===== config.mk =====
export PLATFORM = sky130hd
export DESIGN_NAME = rf_wb_arbiter
export DESIGN_NICKNAME = d
export VERILOG_FILES = /design/src/rtl/rf_wb_arbiter_pkg.sv /design/src/rtl/rf_scoreboard.sv /design/src/rtl/rf_wb_arbiter.sv
export SDC_FILE = /design/constraint.sdc
export NUM_CORES = 1
export LEC_CHECK = 0
export ABC_AREA = 1
export ABC_CLOCK_PERIOD_IN_PS = 4210
export CAP_MARGIN = 30
export CELL_PAD_IN_SITES_DETAIL_PLACEMENT = 0
export CELL_PAD_IN_SITES_GLOBAL_PLACEMENT = 1
export CORE_MARGIN = 2
export CORE_UTILIZATION = 32
export DETAILED_ROUTE_END_ITERATION = 8
export PLACE_DENSITY = 0.84
export SYNTH_ARGS = -nofsm -noshare
export SYNTH_HDL_FRONTEND = slang
export SYNTH_SLANG_ARGS = --single-unit

===== constraint.sdc =====
create_clock -name clk -period 4.21 [get_ports clk]
set_input_delay 0.842 -clock clk [delete_from_list [all_inputs] [get_ports clk]]
set_output_delay 0.842 -clock clk [all_outputs]
set_load 0.005 [all_outputs]

===== src/rtl/rf_wb_arbiter_pkg.sv =====
// Shared types for the regfile write-port arbiter: FSM encoding and stats width.
package rf_wb_arbiter_pkg;

  typedef enum logic [1:0] {
    ARB_IDLE  = 2'd0,
    ARB_PEND  = 2'd1,
    ARB_FORCE = 2'd2
  } arb_state_e;

  localparam int STATS_W = 32;

endpackage


===== src/rtl/rf_scoreboard.sv =====
// Busy scoreboard for long-unit destinations: one set port, one clear port,
// two RAW lookups and one WAW lookup.
module rf_scoreboard #(
  parameter int ADDR_W = 5
) (
  input  logic                   clk,
  input  logic                   rst,
  input  logic                   set_en,
  input  logic [ADDR_W-1:0]      set_addr,
  input  logic                   clr_en,
  input  logic [ADDR_W-1:0]      clr_addr,
  input  logic [ADDR_W-1:0]      raddr1,
  input  logic [ADDR_W-1:0]      raddr2,
  input  logic [ADDR_W-1:0]      waw_addr,
  output logic                   busy1,
  output logic                   busy2,
  output logic                   busy_waw,
  output logic [2**ADDR_W-1:0]   busy_vec
);

  logic [2**ADDR_W-1:0] busy_q;

  // NOTE: sequential state uses non-blocking assignments so every reader sees the pre-edge value.
  always_ff @(posedge clk) begin
    if (rst) begin
      busy_q <= '0;
    end else begin
      if (clr_en) busy_q[clr_addr] <= 1'b0;
      // r0 is hard-wired zero and therefore never tracked.
      if (set_en && (set_addr != '0)) busy_q[set_addr] <= 1'b1;
    end
  end

  assign busy1    = busy_q[raddr1];
  assign busy2    = busy_q[raddr2];
  assign busy_waw = busy_q[waw_addr];
  assign busy_vec = busy_q;

endmodule


===== src/rtl/rf_wb_arbiter.sv =====
// Shares the regfile write port between pipeline WB and long-unit results.
// Optional RF_ARB_STATS_EN adds a saturating conflict_cnt output.
module rf_wb_arbiter
  import rf_wb_arbiter_pkg::*;
#(
  parameter int DATA_W       = 32,
  parameter int ADDR_W       = 5,
  parameter int STARVE_LIMIT = 4
) (
  input  logic                 clk,
  input  logic                 rst,
  input  logic                 wb_we,
  input  logic [ADDR_W-1:0]    wb_waddr,
  input  logic [DATA_W-1:0]    wb_wdata,
  input  logic                 lu_issue,
  input  logic [ADDR_W-1:0]    lu_issue_waddr,
  output logic                 lu_issue_stall,
  input  logic                 lu_valid,
  output logic                 lu_ready,
  input  logic [ADDR_W-1:0]    lu_waddr,
  input  logic [DATA_W-1:0]    lu_wdata,
  input  logic [ADDR_W-1:0]    rd_raddr1,
  input  logic [ADDR_W-1:0]    rd_raddr2,
  output logic                 rd_stall,
  output logic                 pipe_hold,
  output logic                 rf_we,
  output logic [ADDR_W-1:0]    rf_waddr,
  output logic [DATA_W-1:0]    rf_wdata,
  output logic [2**ADDR_W-1:0] busy_vec
`ifdef RF_ARB_STATS_EN
  ,
  output logic [STATS_W-1:0]   conflict_cnt
`endif
);

  localparam int CNT_W = (STARVE_LIMIT < 2) ? 1 : $clog2(STARVE_LIMIT);

  arb_state_e          state;
  logic [CNT_W-1:0]    starve_cnt;
  logic [ADDR_W-1:0]   buf_waddr;
  logic [DATA_W-1:0]   buf_wdata;

  logic wb_req, buf_valid, buf_commit, accept, grant_wb;
  logic busy1, busy2, busy_waw;

  assign wb_req     = wb_we && (wb_waddr != '0);
  assign buf_valid  = (state != ARB_IDLE);
  assign buf_commit = (state == ARB_FORCE) || ((state == ARB_PEND) && !wb_req);
  assign lu_ready   = !buf_valid || buf_commit;
  // Results to r0 complete the handshake but are never buffered.
  assign accept     = lu_valid && lu_ready && (lu_waddr != '0);
  assign grant_wb   = wb_req && (state != ARB_FORCE);
  assign pipe_hold  = (state == ARB_FORCE);

  assign rf_we    = grant_wb || buf_commit;
  assign rf_waddr = grant_wb ? wb_waddr : (buf_commit ? buf_waddr : '0);
  assign rf_wdata = grant_wb ? wb_wdata : (buf_commit ? buf_wdata : '0);

  always_ff @(posedge clk) begin
    if (rst) begin
      state      <= ARB_IDLE;
      starve_cnt <= '0;
    end else begin
      unique case (state)
        ARB_IDLE: begin
          if (accept) state <= ARB_PEND;
          starve_cnt <= '0;
        end
        ARB_PEND: begin
          if (!wb_req) begin
            state      <= accept ? ARB_PEND : ARB_IDLE;
            starve_cnt <= '0;
          end else if (starve_cnt == CNT_W'(STARVE_LIMIT - 1)) begin
            state <= ARB_FORCE;
          end else begin
            starve_cnt <= starve_cnt + CNT_W'(1);
          end
        end
        ARB_FORCE: begin
          state      <= accept ? ARB_PEND : ARB_IDLE;
          starve_cnt <= '0;
        end
        default: begin
          state      <= ARB_IDLE;
          starve_cnt <= '0;
        end
      endcase
    end
  end

  // NOTE: buffer payload needs no reset; it is only observed while the FSM says it is valid.
  always_ff @(posedge clk) begin
    if (accept) begin
      buf_waddr <= lu_waddr;
      buf_wdata <= lu_wdata;
    end
  end

  rf_scoreboard #(.ADDR_W(ADDR_W)) u_scoreboard (
    .clk      (clk),
    .rst      (rst),
    .set_en   (lu_issue && !busy_waw),
    .set_addr (lu_issue_waddr),
    .clr_en   (buf_commit),
    .clr_addr (buf_waddr),
    .raddr1   (rd_raddr1),
    .raddr2   (rd_raddr2),
    .waw_addr (lu_issue_waddr),
    .busy1    (busy1),
    .busy2    (busy2),
    .busy_waw (busy_waw),
    .busy_vec (busy_vec)
  );

  assign lu_issue_stall = lu_issue && busy_waw;

  // A register committing from the buffer this cycle is covered by regfile write-through.
  assign rd_stall = ((rd_raddr1 != '0) && busy1 && !(buf_commit && (buf_waddr == rd_raddr1))) ||
                    ((rd_raddr2 != '0) && busy2 && !(buf_commit && (buf_waddr == rd_raddr2)));

`ifdef RF_ARB_STATS_EN
  always_ff @(posedge clk) begin
    if (rst) begin
      conflict_cnt <= '0;
    end else if ((state == ARB_PEND) && wb_req && (conflict_cnt != '1)) begin
      conflict_cnt <= conflict_cnt + STATS_W'(1);
    end
  end
`endif

endmodule


==> flow_metrics.env, run 1 <==
export IMPL_status="completed"
export IMPL_die_y_um=124.1
export IMPL_path_clk_slew_ns=0.06
export IMPL_rows=43
export IMPL_fin_cells=935
export IMPL_cp_required_ns=3.37
export IMPL_synth_cell_types=31
export IMPL_synth_seq_area_share=0.3970
export IMPL_fin_setup_tns_ns=0
export IMPL_cts_resized=0
export IMPL_pwr_share_seq=0.423
export IMPL_synth_top_area_frac=0.2408
export IMPL_intPower_mw=1.387
export IMPL_critical_path_class="in -> out"
export IMPL_finalNetCount=846
export IMPL_grt_pass1_wl_um=26300
export IMPL_setup_ws_ns=0.3578
export IMPL_synth_area_leaders="edfxtp_1 24%, dfxtp_1 16%, nand2_1 10%, a32o_1 6.9%, a21oi_1 4.7%"
export IMPL_wire_per_inst_um=19.16
export IMPL_p_per_area_nw_per_um2=284.6
export IMPL_drv_slew=0
export IMPL_antenna_cells=0
export IMPL_fill_cells=1392
export IMPL_initial_core_util=0.3299
export IMPL_ff_latch_area_um2=1832
export IMPL_vias=5088
export IMPL_clk_insertion_delay_late_ns=0.34
export IMPL_worst_pin_slew_ns=0.5583
export IMPL_gp_congestion=0.9066
export IMPL_ant_nets=0
export IMPL_max_slew_margin_rel=0.6267
export IMPL_synth_edf_count=37
export IMPL_yosys_warnings=0
export IMPL_drive_above_1_share=0.08212
export IMPL_syn2layout_area_growth_pct=45.58
export IMPL_yosysTopAreaCell="edfxtp_1"
export IMPL_grt_ovfl_total=0
export IMPL_p_sw_frac=0.2747
export IMPL_grt_usage=0.2262
export IMPL_whs_ns=0.4762
export IMPL_ir_drop_mv=0.2300
export IMPL_hp_start="starve_cnt[1]"
export IMPL_drt_wl_total_um=17910
export IMPL_rsz0062_at_grt="false"
export IMPL_min_period_ns=3.852
export IMPL_netSwitchingPower_mw=0.5252
export IMPL_dpl_cell_count=920
export IMPL_synthCells=598
export IMPL_first_iter_violations=440
export IMPL_netlist_area_um2=4614
export IMPL_crit_arrival_ns=3.01
export IMPL_drc=0
export IMPL_port_buffers=167
export IMPL_grt_start_max_net_pins=41
export IMPL_clockBufferDepth=2
export IMPL_cts_tree="done"
export IMPL_routed_via_density=5.442
export IMPL_total_power_mw=1.912
export IMPL_max_freq_ghz=0.2596
export IMPL_cts_setup_buffers=0
export IMPL_h_tree_depth=3
export IMPL_leakage_nw=2.423
export IMPL_clock_sinks=73
export IMPL_p_comb_frac=0.215
export IMPL_startpoint_type="input pin"
export IMPL_die_area_um2=15400
export IMPL_ctsRootBufferMaster="clkbuf_16"
export IMPL_antenna_found_initial=0
export IMPL_multi_input_comb_area_um2=2376
export IMPL_grt_pass1_vias=4831
export IMPL_synthArstFlopShare=0
export IMPL_setup_viol=0
export IMPL_die_w_um=124.1
export IMPL_place_ws_ns=0.4005
export IMPL_holdBufCountCts=0
export IMPL_core_um2=13990
export IMPL_synth_ff_type="edfxtp_1"
export IMPL_p_clk_frac=0.362
export IMPL_synth_net_count=693
export IMPL_hold_viol=0
export IMPL_ys_seq_elements=73
export IMPL_startpoint="wb_waddr[4]"
export IMPL_drt_pre_antenna_iters=5
export IMPL_cap_viol_max_count=0
export IMPL_cts_buffers_inserted=9
export IMPL_finalCritPeriodShare=0.9150
export IMPL_cp_max_fo=40
export IMPL_ios=168
export IMPL_dp_hpwl_um=13280
export IMPL_cp_end_kind="output port"
export IMPL_postSynthAreaPerCell_um2=7.716
export IMPL_r2r_start="state[1]"
export IMPL_hold_path_class="reg -> reg"
export IMPL_skew_ns=0.004681
[per-stage QoR]
step	utilization	area, um2
2_1_floorplan	-	4614
3_5_place_dp	0.4615	6456
5_1_grt	0.4802	6718
3_3_place_gp	0.4615	6456
6_report	0.4802	6718
4_1_cts	0.4802	6718
[cells in the mapped netlist (4+ instances only)]
master and n:
a21oi_2 7, nand2_1 129, nor3_1 16, o21ai_0 39, a32o_1 32, o211ai_1 9
edfxtp_1 37, a21oi_1 43, inv_1 53, nand3_2 20, nand3_1 27, clkinv_1 4
nor2_1 53, clkbuf_1 29, o22ai_1 5, buf_6 8, o31ai_1 27, xor2_1 5
dfxtp_1 36
[critical path, stage by stage]
cell and delay (ns):
clkdlybuf4s50_1 0.42, nor2_1 0.16, nand4_1 0.11, nand2_1 0.14, a21oi_4 0.07, buf_4 0.28, o21ai_0 0.37, clkdlybuf4s50_1 0.61
[layout make-up]
| type | count | share of cell area |
|---|---|---|
| clock buffers | 9 | 0.03353 |
| inverters | 59 | 0.03297 |
| flip-flops and latches | 73 | 0.2727 |
| clock inverters | 6 | 0.005401 |
| repair buffers | 181 | 0.2682 |
| well taps | 180 | 0.03353 |
| multi-input cells | 427 | 0.3537 |
[kinds of logic after synthesis]
logic type               synth area share
AND/OR/NAND/NOR                    0.2473
AO/OA/AOI/OAI                      0.2448
buffers and inverters             0.09300
flip-flops                         0.3970
XOR/XNOR                          0.01518
adder cells (fa/ha/maj)          0.002711
[routing by layer]
metal,GRT usage,vias up,share of wire
li1,-,2409,-
met1,0.2873,2387,0.39
met2,0.3675,249,0.49
met3,0.05082,43,0.085
met4,0.09902,0,0.030
met5,0,-,0
[layout by cell type (no fill, tap or decap), types with 2 or more instances in the layout]
cell type / instances
a21oi_2: 7
clkbuf_16: 9
edfxtp_1: 37
clkinvlp_4: 2
inv_1: 53
nand3_2: 20
xnor2_1: 3
clkinv_1: 6
dfxtp_1: 36
inv_2: 2
xor2_1: 5
buf_4: 12
a21oi_1: 41
o31ai_1: 27
nor2_2: 2
a31oi_1: 3
a32o_1: 32
nand2_1: 129
nor2_1: 53
nor3_1: 16
a21oi_4: 2
nand3_1: 27
buf_12: 2
clkdlybuf4s50_1: 167
o21ai_0: 39
o22ai_1: 5
nand4_1: 2
o211ai_1: 9
[power by group through the flow]
stage | clock [mW] | combinational (mW) | sequential (mW)
5_1_grt | 0.729 | 0.445 | 0.812
6_report | 0.691 | 0.412 | 0.809
3_5_place_dp | 0 | 0.408 | 0.823
2_1_floorplan | 0 | 0.187 | 0.811
4_1_cts | 0.700 | 0.410 | 0.808
3_3_place_gp | 0 | 0.402 | 0.823
[registers in the layout (all words and copies together), names as in the netlist]
| name | count |
|---|---|
| u_scoreboard.busy_vec | 32 |
| buf_waddr | 5 |
| buf_wdata | 32 |
| starve_cnt | 2 |
| state | 2 |
[worst paths after layout]
kind / slack [ns] / cells past startpoint / end
worst max-delay path: 0.36 / 8 / rf_waddr[4]
worst min-delay path: 0.48 / 2 / starve_cnt[1]
worst max register to register: 2.11 / 6 / buf_wdata[27]
worst min register to register: 0.48 / 2 / starve_cnt[1]
Note: power is estimated with default switching activity, not from simulation.
==> run 2, diff against run 1 <==
Settings changed: CTS_CLUSTER_DIAMETER set to 30.
==> results of run 2 <==
Final layout, timing and power as in run 1 (identical DEF).
